===== src/rtl/armleocpu_axi_region_router.sv =====
// ============================================================================
// Module  : armleocpu_axi_region_router
// Brief   : 1-to-N AXI4 address-region router with base translation and DECERR
//           bursts for unmapped addresses. Optional ARMLEOCPU_AXI_ROUTER_STATS_EN
//           adds saturating DECERR acceptance counters.
// Revision: 1.0 - initial release
// ============================================================================
`default_nettype none

module armleocpu_axi_region_router #(
    parameter int ADDR_WIDTH = 34,
    parameter int DATA_WIDTH = 32,
    parameter int ID_WIDTH = 4,
    parameter int HOST_NUM = 2,
    parameter int REGION_COUNT = 2,
    parameter REGION_HOST_NUM = {1'b1, 1'b0},
    parameter logic [REGION_COUNT*ADDR_WIDTH-1:0] REGION_BASE_ADDRS = {34'h1000_0000, 34'h0},
    parameter logic [REGION_COUNT*ADDR_WIDTH-1:0] REGION_LENGTHS = {34'h2000, 34'h1000},
    parameter logic [REGION_COUNT*ADDR_WIDTH-1:0] REGION_HOST_BASE = {34'h1000_0000, 34'h0}
) (
    input  logic                         clk,
    input  logic                         rst,

    input  logic                         client_axi_awvalid,
    output logic                         client_axi_awready,
    input  logic [ADDR_WIDTH-1:0]        client_axi_awaddr,
    input  logic [7:0]                   client_axi_awlen,
    input  logic [2:0]                   client_axi_awsize,
    input  logic [1:0]                   client_axi_awburst,
    input  logic                         client_axi_awlock,
    input  logic [2:0]                   client_axi_awprot,
    input  logic [ID_WIDTH-1:0]          client_axi_awid,
    input  logic                         client_axi_wvalid,
    output logic                         client_axi_wready,
    input  logic [DATA_WIDTH-1:0]        client_axi_wdata,
    input  logic [DATA_WIDTH/8-1:0]      client_axi_wstrb,
    input  logic                         client_axi_wlast,
    output logic                         client_axi_bvalid,
    input  logic                         client_axi_bready,
    output logic [1:0]                   client_axi_bresp,
    output logic [ID_WIDTH-1:0]          client_axi_bid,
    input  logic                         client_axi_arvalid,
    output logic                         client_axi_arready,
    input  logic [ADDR_WIDTH-1:0]        client_axi_araddr,
    input  logic [7:0]                   client_axi_arlen,
    input  logic [2:0]                   client_axi_arsize,
    input  logic [1:0]                   client_axi_arburst,
    input  logic                         client_axi_arlock,
    input  logic [2:0]                   client_axi_arprot,
    input  logic [ID_WIDTH-1:0]          client_axi_arid,
    output logic                         client_axi_rvalid,
    input  logic                         client_axi_rready,
    output logic [1:0]                   client_axi_rresp,
    output logic                         client_axi_rlast,
    output logic [DATA_WIDTH-1:0]        client_axi_rdata,
    output logic [ID_WIDTH-1:0]          client_axi_rid,

    output logic [HOST_NUM-1:0]          host_axi_awvalid,
    input  logic [HOST_NUM-1:0]          host_axi_awready,
    output logic [HOST_NUM*ADDR_WIDTH-1:0] host_axi_awaddr,
    output logic [7:0]                   host_axi_awlen,
    output logic [2:0]                   host_axi_awsize,
    output logic [1:0]                   host_axi_awburst,
    output logic                         host_axi_awlock,
    output logic [2:0]                   host_axi_awprot,
    output logic [ID_WIDTH-1:0]          host_axi_awid,
    output logic [HOST_NUM-1:0]          host_axi_wvalid,
    input  logic [HOST_NUM-1:0]          host_axi_wready,
    output logic [DATA_WIDTH-1:0]        host_axi_wdata,
    output logic [DATA_WIDTH/8-1:0]      host_axi_wstrb,
    output logic                         host_axi_wlast,
    input  logic [HOST_NUM-1:0]          host_axi_bvalid,
    output logic [HOST_NUM-1:0]          host_axi_bready,
    input  logic [HOST_NUM*2-1:0]        host_axi_bresp,
    output logic [HOST_NUM-1:0]          host_axi_arvalid,
    input  logic [HOST_NUM-1:0]          host_axi_arready,
    output logic [HOST_NUM*ADDR_WIDTH-1:0] host_axi_araddr,
    output logic [7:0]                   host_axi_arlen,
    output logic [2:0]                   host_axi_arsize,
    output logic [1:0]                   host_axi_arburst,
    output logic                         host_axi_arlock,
    output logic [2:0]                   host_axi_arprot,
    output logic [ID_WIDTH-1:0]          host_axi_arid,
    input  logic [HOST_NUM-1:0]          host_axi_rvalid,
    output logic [HOST_NUM-1:0]          host_axi_rready,
    input  logic [HOST_NUM-1:0]          host_axi_rlast,
    input  logic [HOST_NUM*2-1:0]        host_axi_rresp,
    input  logic [HOST_NUM*DATA_WIDTH-1:0] host_axi_rdata
`ifdef ARMLEOCPU_AXI_ROUTER_STATS_EN
    ,
    output logic [31:0]                  stat_rd_decerr,
    output logic [31:0]                  stat_wr_decerr
`endif
);

    localparam int HN_W = (HOST_NUM > 1) ? $clog2(HOST_NUM) : 1;

    typedef enum logic [1:0] {RD_IDLE = 2'd0, RD_ACTIVE = 2'd1, RD_DECERR = 2'd2} rd_state_t;
    typedef enum logic [1:0] {WR_IDLE = 2'd0, WR_ACTIVE = 2'd1, WR_DRAIN = 2'd2, WR_BERR = 2'd3} wr_state_t;

    // Limit computed one bit wider so a region ending at the top of the map still decodes.
    function automatic logic region_hit(input logic [ADDR_WIDTH-1:0] a, input int i);
        logic [ADDR_WIDTH:0] base;
        logic [ADDR_WIDTH:0] lim;
        base = {1'b0, REGION_BASE_ADDRS[i*ADDR_WIDTH +: ADDR_WIDTH]};
        lim  = base + {1'b0, REGION_LENGTHS[i*ADDR_WIDTH +: ADDR_WIDTH]};
        return ({1'b0, a} >= base) && ({1'b0, a} < lim);
    endfunction

    logic                  w_ar_hit, w_aw_hit;
    logic [HN_W-1:0]       w_ar_port, w_aw_port;
    logic [ADDR_WIDTH-1:0] w_ar_hbase, w_aw_hbase;

    // Descending scan: the lowest matching region is written last and wins.
    always_comb begin
        w_ar_hit = 1'b0; w_ar_port = '0; w_ar_hbase = '0;
        w_aw_hit = 1'b0; w_aw_port = '0; w_aw_hbase = '0;
        for (int i = REGION_COUNT - 1; i >= 0; i--) begin
            if (region_hit(client_axi_araddr, i)) begin
                w_ar_hit   = 1'b1;
                w_ar_port  = REGION_HOST_NUM[i*HN_W +: HN_W];
                w_ar_hbase = REGION_HOST_BASE[i*ADDR_WIDTH +: ADDR_WIDTH];
            end
            if (region_hit(client_axi_awaddr, i)) begin
                w_aw_hit   = 1'b1;
                w_aw_port  = REGION_HOST_NUM[i*HN_W +: HN_W];
                w_aw_hbase = REGION_HOST_BASE[i*ADDR_WIDTH +: ADDR_WIDTH];
            end
        end
    end

    rd_state_t             r_rd_state, w_rd_state_nxt;
    logic [HN_W-1:0]       r_rd_sel;
    logic [ADDR_WIDTH-1:0] r_rd_hbase;
    logic [ID_WIDTH-1:0]   r_rd_id;
    logic [7:0]            r_rd_cnt;
    logic                  r_ar_done;

    assign host_axi_araddr  = {HOST_NUM{client_axi_araddr - r_rd_hbase}};
    assign host_axi_arlen   = client_axi_arlen;
    assign host_axi_arsize  = client_axi_arsize;
    assign host_axi_arburst = client_axi_arburst;
    assign host_axi_arlock  = client_axi_arlock;
    assign host_axi_arprot  = client_axi_arprot;
    assign host_axi_arid    = client_axi_arid;

    always_comb begin
        w_rd_state_nxt     = r_rd_state;
        client_axi_arready = 1'b0;
        client_axi_rvalid  = 1'b0;
        client_axi_rresp   = 2'b00;
        client_axi_rlast   = 1'b0;
        client_axi_rdata   = '0;
        client_axi_rid     = r_rd_id;
        host_axi_arvalid   = '0;
        host_axi_rready    = '0;
        case (r_rd_state)
            RD_IDLE: begin
                if (client_axi_arvalid && !rst) begin
                    if (w_ar_hit) begin
                        w_rd_state_nxt = RD_ACTIVE;
                    end else begin
                        client_axi_arready = 1'b1;
                        w_rd_state_nxt     = RD_DECERR;
                    end
                end
            end
            RD_ACTIVE: begin
                host_axi_arvalid[r_rd_sel] = client_axi_arvalid && !r_ar_done;
                client_axi_arready         = host_axi_arready[r_rd_sel] && !r_ar_done;
                client_axi_rvalid          = host_axi_rvalid[r_rd_sel];
                client_axi_rresp           = host_axi_rresp[r_rd_sel*2 +: 2];
                client_axi_rlast           = host_axi_rlast[r_rd_sel];
                client_axi_rdata           = host_axi_rdata[r_rd_sel*DATA_WIDTH +: DATA_WIDTH];
                host_axi_rready[r_rd_sel]  = client_axi_rready;
                if (host_axi_rvalid[r_rd_sel] && client_axi_rready && host_axi_rlast[r_rd_sel])
                    w_rd_state_nxt = RD_IDLE;
            end
            RD_DECERR: begin
                client_axi_rvalid = 1'b1;
                client_axi_rresp  = 2'b11;
                client_axi_rlast  = (r_rd_cnt == 8'd0);
                if (client_axi_rready && r_rd_cnt == 8'd0)
                    w_rd_state_nxt = RD_IDLE;
            end
            default: w_rd_state_nxt = RD_IDLE;
        endcase
    end

    always_ff @(posedge clk) begin
        if (rst) begin
            r_rd_state <= RD_IDLE;
            r_rd_sel   <= '0;
            r_rd_hbase <= '0;
            r_rd_id    <= '0;
            r_rd_cnt   <= '0;
            r_ar_done  <= 1'b0;
        end else begin
            r_rd_state <= w_rd_state_nxt;
            case (r_rd_state)
                RD_IDLE: begin
                    if (client_axi_arvalid) begin
                        r_rd_sel   <= w_ar_port;
                        r_rd_hbase <= w_ar_hbase;
                        r_rd_id    <= client_axi_arid;
                        r_rd_cnt   <= client_axi_arlen;
                    end
                end
                RD_ACTIVE: begin
                    if (w_rd_state_nxt == RD_IDLE)
                        r_ar_done <= 1'b0;
                    else if (client_axi_arvalid && client_axi_arready)
                        r_ar_done <= 1'b1;
                end
                RD_DECERR: begin
                    if (client_axi_rready)
                        r_rd_cnt <= r_rd_cnt - 8'd1;
                end
                default: ;
            endcase
        end
    end

    wr_state_t             r_wr_state, w_wr_state_nxt;
    logic [HN_W-1:0]       r_wr_sel;
    logic [ADDR_WIDTH-1:0] r_wr_hbase;
    logic [ID_WIDTH-1:0]   r_wr_id;
    logic                  r_aw_done;

    assign host_axi_awaddr  = {HOST_NUM{client_axi_awaddr - r_wr_hbase}};
    assign host_axi_awlen   = client_axi_awlen;
    assign host_axi_awsize  = client_axi_awsize;
    assign host_axi_awburst = client_axi_awburst;
    assign host_axi_awlock  = client_axi_awlock;
    assign host_axi_awprot  = client_axi_awprot;
    assign host_axi_awid    = client_axi_awid;
    assign host_axi_wdata   = client_axi_wdata;
    assign host_axi_wstrb   = client_axi_wstrb;
    assign host_axi_wlast   = client_axi_wlast;

    always_comb begin
        w_wr_state_nxt     = r_wr_state;
        client_axi_awready = 1'b0;
        client_axi_wready  = 1'b0;
        client_axi_bvalid  = 1'b0;
        client_axi_bresp   = 2'b00;
        client_axi_bid     = r_wr_id;
        host_axi_awvalid   = '0;
        host_axi_wvalid    = '0;
        host_axi_bready    = '0;
        case (r_wr_state)
            WR_IDLE: begin
                if (client_axi_awvalid && !rst) begin
                    if (w_aw_hit) begin
                        w_wr_state_nxt = WR_ACTIVE;
                    end else begin
                        client_axi_awready = 1'b1;
                        w_wr_state_nxt     = WR_DRAIN;
                    end
                end
            end
            WR_ACTIVE: begin
                host_axi_awvalid[r_wr_sel] = client_axi_awvalid && !r_aw_done;
                client_axi_awready         = host_axi_awready[r_wr_sel] && !r_aw_done;
                host_axi_wvalid[r_wr_sel]  = client_axi_wvalid;
                client_axi_wready          = host_axi_wready[r_wr_sel];
                client_axi_bvalid          = host_axi_bvalid[r_wr_sel];
                client_axi_bresp           = host_axi_bresp[r_wr_sel*2 +: 2];
                host_axi_bready[r_wr_sel]  = client_axi_bready;
                if (host_axi_bvalid[r_wr_sel] && client_axi_bready)
                    w_wr_state_nxt = WR_IDLE;
            end
            WR_DRAIN: begin
                client_axi_wready = 1'b1;
                if (client_axi_wvalid && client_axi_wlast)
                    w_wr_state_nxt = WR_BERR;
            end
            WR_BERR: begin
                client_axi_bvalid = 1'b1;
                client_axi_bresp  = 2'b11;
                if (client_axi_bready)
                    w_wr_state_nxt = WR_IDLE;
            end
            default: w_wr_state_nxt = WR_IDLE;
        endcase
    end

    always_ff @(posedge clk) begin
        if (rst) begin
            r_wr_state <= WR_IDLE;
            r_wr_sel   <= '0;
            r_wr_hbase <= '0;
            r_wr_id    <= '0;
            r_aw_done  <= 1'b0;
        end else begin
            r_wr_state <= w_wr_state_nxt;
            if (r_wr_state == WR_IDLE && client_axi_awvalid) begin
                r_wr_sel   <= w_aw_port;
                r_wr_hbase <= w_aw_hbase;
                r_wr_id    <= client_axi_awid;
            end
            if (r_wr_state == WR_ACTIVE) begin
                if (w_wr_state_nxt == WR_IDLE)
                    r_aw_done <= 1'b0;
                else if (client_axi_awvalid && client_axi_awready)
                    r_aw_done <= 1'b1;
            end
        end
    end

`ifdef ARMLEOCPU_AXI_ROUTER_STATS_EN
    logic [31:0] r_stat_rd, r_stat_wr;

    // In IDLE the address channel is only ever accepted for an unmapped target.
    always_ff @(posedge clk) begin
        if (rst) begin
            r_stat_rd <= '0;
            r_stat_wr <= '0;
        end else begin
            if (r_rd_state == RD_IDLE && client_axi_arvalid && client_axi_arready && r_stat_rd != 32'hFFFF_FFFF)
                r_stat_rd <= r_stat_rd + 32'd1;
            if (r_wr_state == WR_IDLE && client_axi_awvalid && client_axi_awready && r_stat_wr != 32'hFFFF_FFFF)
                r_stat_wr <= r_stat_wr + 32'd1;
        end
    end

    assign stat_rd_decerr = r_stat_rd;
    assign stat_wr_decerr = r_stat_wr;
`endif

endmodule

`default_nettype wire

===== config.mk =====
export PLATFORM = sky130hd
export DESIGN_NAME = armleocpu_axi_region_router
export DESIGN_NICKNAME = d
export VERILOG_FILES = /design/src/rtl/armleocpu_axi_region_router.sv
export SDC_FILE = /design/constraint.sdc
export NUM_CORES = 1
export LEC_CHECK = 0
export BUFFER_PORTS_ARGS = -buffer_cell sky130_fd_sc_hd__buf_4
export CAP_MARGIN = 20
export CORE_AREA = 2 2 202 204
export DETAILED_ROUTE_END_ITERATION = 8
export DIE_AREA = 0 0 204 206
export PLACE_DENSITY = 0.33
export SYNTH_ARGS = -nofsm -noshare
export SYNTH_HDL_FRONTEND = slang
export SYNTH_SLANG_ARGS = --single-unit

===== constraint.sdc =====
create_clock -name clk -period 2.45 [get_ports clk]
set_input_delay 0.245 -clock clk [delete_from_list [all_inputs] [get_ports clk]]
set_output_delay 0.245 -clock clk [all_outputs]
set_load 0.02 [all_outputs]

Yosys cells after proc, flatten, opt, wreduce, memory -nomap -nowiden:

Index checks and enable logic that the tools add are counted.

* register bits after elaboration: 92
* input bits: 238
* output and inout port bits: 275
* word-level logic and storage cells: 134

* $add $sub $neg: 3
* $lt $le $gt $ge: 10
* equal/unequal tests: 7
* shifts and indexed selects: 3
* multiplexer cells: 62
* bitwise operators: 5
* reductions and logical operators: 33

Operators by type and width (count)
* $ge 34x29->1 const B: 2
* $lt 34x13->1 const B: 2
* $lt 34x29->1 const B: 2
* $mux 34: 2
* $sub 34x34->34: 2
* $shiftx 64x7->32: 1
* $mux 29: 2
* $mux 32: 1
* $mux 1: 28
* $mux 2: 14
* $logic_and 1x1->1: 18
* $mux 8: 2
* $pmux 8 s2: 1
* $pmux 1 s2: 6
* $and 2x2->2: 5
* $logic_not 2->1: 4
* $logic_not 8->1: 1
* $pmux 2 s2: 2
* $pmux 2 s4: 1
* $shiftx 4x3->2: 2
* $sub 8x1->8 const B: 1
* $eq 2x2->1 const B: 3
* $pmux 2 s3: 1
* $reduce_and 2->1: 3
* 8 further kinds: 17

Longest topological paths before layout:

* word-level depth: 10
* depth in mapped cells: 8
* mapped depth without buffers: 6

Worst setup path before layout:

OpenSTA, ideal clock, no wires.

* kind: flip-flop to output port
* start point: reg r_rd_state[1]
* end point: out host_axi_arvalid[0]
* data arrival time: 1.676 ns
* required time: 2.205 ns
* slack: 0.529 ns
* cell stages (with the launch flop): 6
* path buffers: 1
* path through: dfxtp_1 inv_1 ha_1 inv_2 clkbuf_1 nor4b_1

* longest elaborated chain between the ends: 2

RTL lines
* start: declaration: line 132 `rd_state_t r_rd_state, w_rd_state_nxt;`
* start signal: assignment: line 199 `r_rd_state <= w_rd_state_nxt;`
* $eq 2x1->1: line 157 `case (r_rd_state)`
* $mux 2: line 157
* end: declaration: line 75 `output logic [HOST_NUM-1:0] host_axi_arvalid,`

No other way between the ends.

Worst setup path in the final report:

* start point: reg r_rd_cnt[0]
* end point: out client_axi_rlast

* longest elaborated chain between the ends: 2

RTL lines
* start: declaration: line 136 `logic [7:0] r_rd_cnt;`
* start signal: assignment: line 206 `r_rd_cnt <= client_axi_arlen;`
* start signal: assignment: line 217 `r_rd_cnt <= r_rd_cnt - 8'd1;`
* $logic_not 8->1: line 182 `client_axi_rlast = (r_rd_cnt == 8'd0);`
* $pmux 1 s2: line 157
* end: declaration: line 54 `output logic client_axi_rlast,`

No other way between the ends.

==> results.txt <==
* Violation count after the first detailed-routing iteration: 97
- Depth of the CTS H-tree: 1
- STA puts the critical path data arrival time at 1950 ps.
- Pin count of the biggest net entering global routing: 28
* Crit path cell chain: inv_1, ha_1, or3b_4, nor3_1, a31oi_1, nor2b_1, buf_4
* Number of nets with antenna violations after routing: 0
- In the synthesized netlist, the number of instances is 542.
- The initial antenna violation count is 0.
- Cell area after placement: 5510 sq um
- Async S/R FF share, synth: 0%
* Vias after detailed routing: 3840
- CTS sink count: 24
- Dividing the synthesized area by the synthesized cell count gives 7.33 sq um.
* Synth top area share: 38.3%
- Share of final-layout standard cells stronger than drive strength 1: 52.4%
* Routed length per placed instance: 14.9 um
- End-of-flow core utilization: 14.0%
- Number of buffers inserted during clock tree synthesis: 3
- Via count of the first global-routing pass: 3823
- Post-route cell area: 5620 sq um
- Wire length of the first global-routing pass: 23.7 mm
- The most used flip-flop cell after synthesis is dfxtp_1.
* Final count of hold timing violations: 0
- Synthesis produced a netlist with a net count of 793.
- In this run the core area contains 74 standard-cell rows.
- For this run, the top clock speed supported by timing is 455 MHz.
* Portion of the clock cycle consumed by the worst path in the final layout: 89.7%
- Power per Cell Area: 330 nW/um^2
* Combined area of all synthesized cells: 3980 sq um
- Setup TNS Final: 0 ps
* Slew headroom: 66.9%
* Final routed DRC violation total: 0
- In this run the worst hold path is classified as input pin to register.
- The pre-antenna-repair detailed-routing pass consisted of 4 iterations.
- TritonCTS built the clock tree.
- CTS-repair resized insts: 0
* Combined global-route utilization of all metal layers: 7.73%
- At the later pin of the worst-skew pair, clock insertion delay measures 280 ps.
- Number of standard cells in the final layout excluding fillers: 1185
- Setup repair after global routing left no endpoint under its margin.
* Number of nets in the layout: 905
* Layout area overhead: 41.3%
- Critical setup path kind: register to primary output
- After detailed routing, the number of vias per cell comes to 3.24.
- STA puts the critical path data required time at 2200 ps.
- Result of the run: complete, no violations
- Post-Place Cells: 1181
* Total overflow reported by the global router: 0
- Along the worst path, the maximum fanout reaches 5.
- Clock skew: 3.92 ps
- Filler instances: 4646
- Chip Width: 204 um
* Synth unique cells: 57
- IR Drop Worst-Case VDD: 0.000224 V
* Cell at the root of the clock tree: clkbuf_16
- Diodes inserted: 0
- Clock slew seen by the registers of the worst setup and hold paths: 80 ps
* Vertical extent of the die: 206 um
- Number of I/O pins: 513
- Number of maximum-capacitance constraint violations: 0
- HPWL Detailed: 15.2 mm
- Longest individual stage delay on the worst path: 430 ps
* Worst-margin pin slew: 494 ps
- The final layout contains routed wiring with a total length of 17.6 mm.
- Element type at the critical path start: register
- Synthesis-stage register bit count: 24
* Maximum clock path buffer count: 2
* Number of enable-type register cells in the synthesized netlist: 0
* Core area: 40200 sq um
- Hold-fix buffer count after cts: 0
- Yosys synthesis warning count: 0
* Post-synthesis sequential area ratio: 12.1%
* Leakage power figure: 2.53 nW
* Buffer count from post-CTS setup fixing: 0
* Min cycle time layout: 2200 ps
- Kind of end point of the critical path: primary output
* Final weighted congestion in routability-driven placement: 0.725
* Cell type contributing the most total cell area after synthesis: buf_4
- Leading cell types by total area after synthesis: buf_4 (38%), dfxtp_1 (12%), mux2i_1 (10%)
- Starting utilization of the core area: 9.89%
- Total Die Area: 42000 sq um
- Buffers placed on the I/O ports in this run total 316.
* Setup violations, final: 0
* Final Max Slew Viols: 0
* Crit-path slowest cell: or3b_4
-- cells by family (layout without fill, tap and decap cells) --
logic type                 Yosys count  after routing  synth area share, %
DFF                                 24             24                 12.1
xor gates and xnor gates             8              8                 1.76
and+or+nand+nor                    144            144                 17.4
buffers and inverters              244            355                 42.4
adders and majority gates           13             13                 4.09
AOI/OAI and AO/OA                   67             67                 11.6
muxes                               42             42                 10.6
-- critical path: cells and delay by family, from the launching register on --
family,cells,cell delay [ps]
AND/OR/NAND/NOR,3,760
flip-flops,1,340
AO/OA/AOI/OAI,1,120
adder cells (fa/ha/maj),1,200
buffers and inverters,2,250
-- path summary, 6_finish.rpt --
kind / start / endpoint / slack [ps] / cells past startpoint
max: r_rd_cnt[0]$_SDFFE_PP0P_ / client_axi_rlast / 250 / 7
min: client_axi_awid[3] / client_axi_bid[3]$_SDFFE_PP0P_ / 230 / 3
max reg2reg: r_rd_cnt[0]$_SDFFE_PP0P_ / r_rd_state[1]$_SDFF_PP0_ / 430 / 6
min reg2reg: client_axi_rid[1]$_SDFFE_PP0P_ / client_axi_rid[1]$_SDFFE_PP0P_ / 460 / 2
-- synthesized netlist by cell type (4+ instances only) --
cell and number:
clkbuf_1 11, a21oi_1 20, and2_1 5, xnor2_1 6, nor3_1 5, inv_1 18
ha_1 13, nor2_1 54, buf_4 203, and3_1 5, buf_2 7, nor2b_1 5
nor4_1 13, dfxtp_1 24, o21ai_1 14, nand4_1 4, mux2i_1 40, nand2_1 35
o21bai_1 4, nand3_1 4
-- report_power, final --
part	switching, mW	internal (mW)	leakage [nW]
clock	0.192	0.327	0.0511
combinational	0.457	0.420	2.28
sequential	0.0331	0.422	0.197
total	0.682	1.17	2.53
-- placed cells by master (no fill, tap or decap), types with 4 or more instances in the layout --
cell type | Yosys | routed
mux2i_1 | 40 | 40
dfxtp_1 | 24 | 23
nor2b_1 | 5 | 5
and2_1 | 5 | 5
a21oi_1 | 20 | 20
o21ai_1 | 14 | 14
ha_1 | 13 | 13
nor3_1 | 5 | 5
nor2_1 | 54 | 54
o21bai_1 | 4 | 4
xnor2_1 | 6 | 6
nor4_1 | 13 | 13
nand3_1 | 4 | 4
inv_1 | 18 | 18
nand4_1 | 4 | 4
buf_4 | 203 | 330
nand2_1 | 35 | 35
and3_1 | 5 | 5
-- per-stage QoR --
stage                     power [mW]  hold slack [ps]  setup WS [ps]
after global routing            1.98              236           49.5
final                           1.85              228            253
after global placement          1.36              445            457
after floorplan                 1.23              381            529
after detailed placement        1.36              452            441
after CTS                       1.91              216            207
-- layout make-up --
cell class              instances  area, sq um  share of cell area [%]
clock inverters                 1         30.0                   0.535
flip-flops and latches         24          482                    8.58
multi-input cells             274         1810                    32.2
clock buffers                   3         75.1                    1.34
repair buffers                330         2480                    44.1
well taps                     532          666                    11.9
inverters                      21         78.8                    1.40
-- registers in the layout, summed over array words and instances (netlist names) --
| register | count |
|---|---|
| r_rd_state | 2 |
| r_rd_hbase | 1 |
| r_wr_state | 2 |
| r_rd_cnt | 8 |
| r_aw_done | 1 |
| r_wr_sel | 1 |
| client_axi_rid | 4 |
| r_ar_done | 1 |
| client_axi_bid | 4 |
-- per-layer routing --
layer  part of all wire [%]  up-vias  track usage (%)
met2                     51      313             14.9
met4                    3.8        0             3.60
met1                     32     1662             7.06
li1                       -     1828                -
met3                     13       37             3.09
met5                      0        -                0
Power figures use the tool's default switching activity.
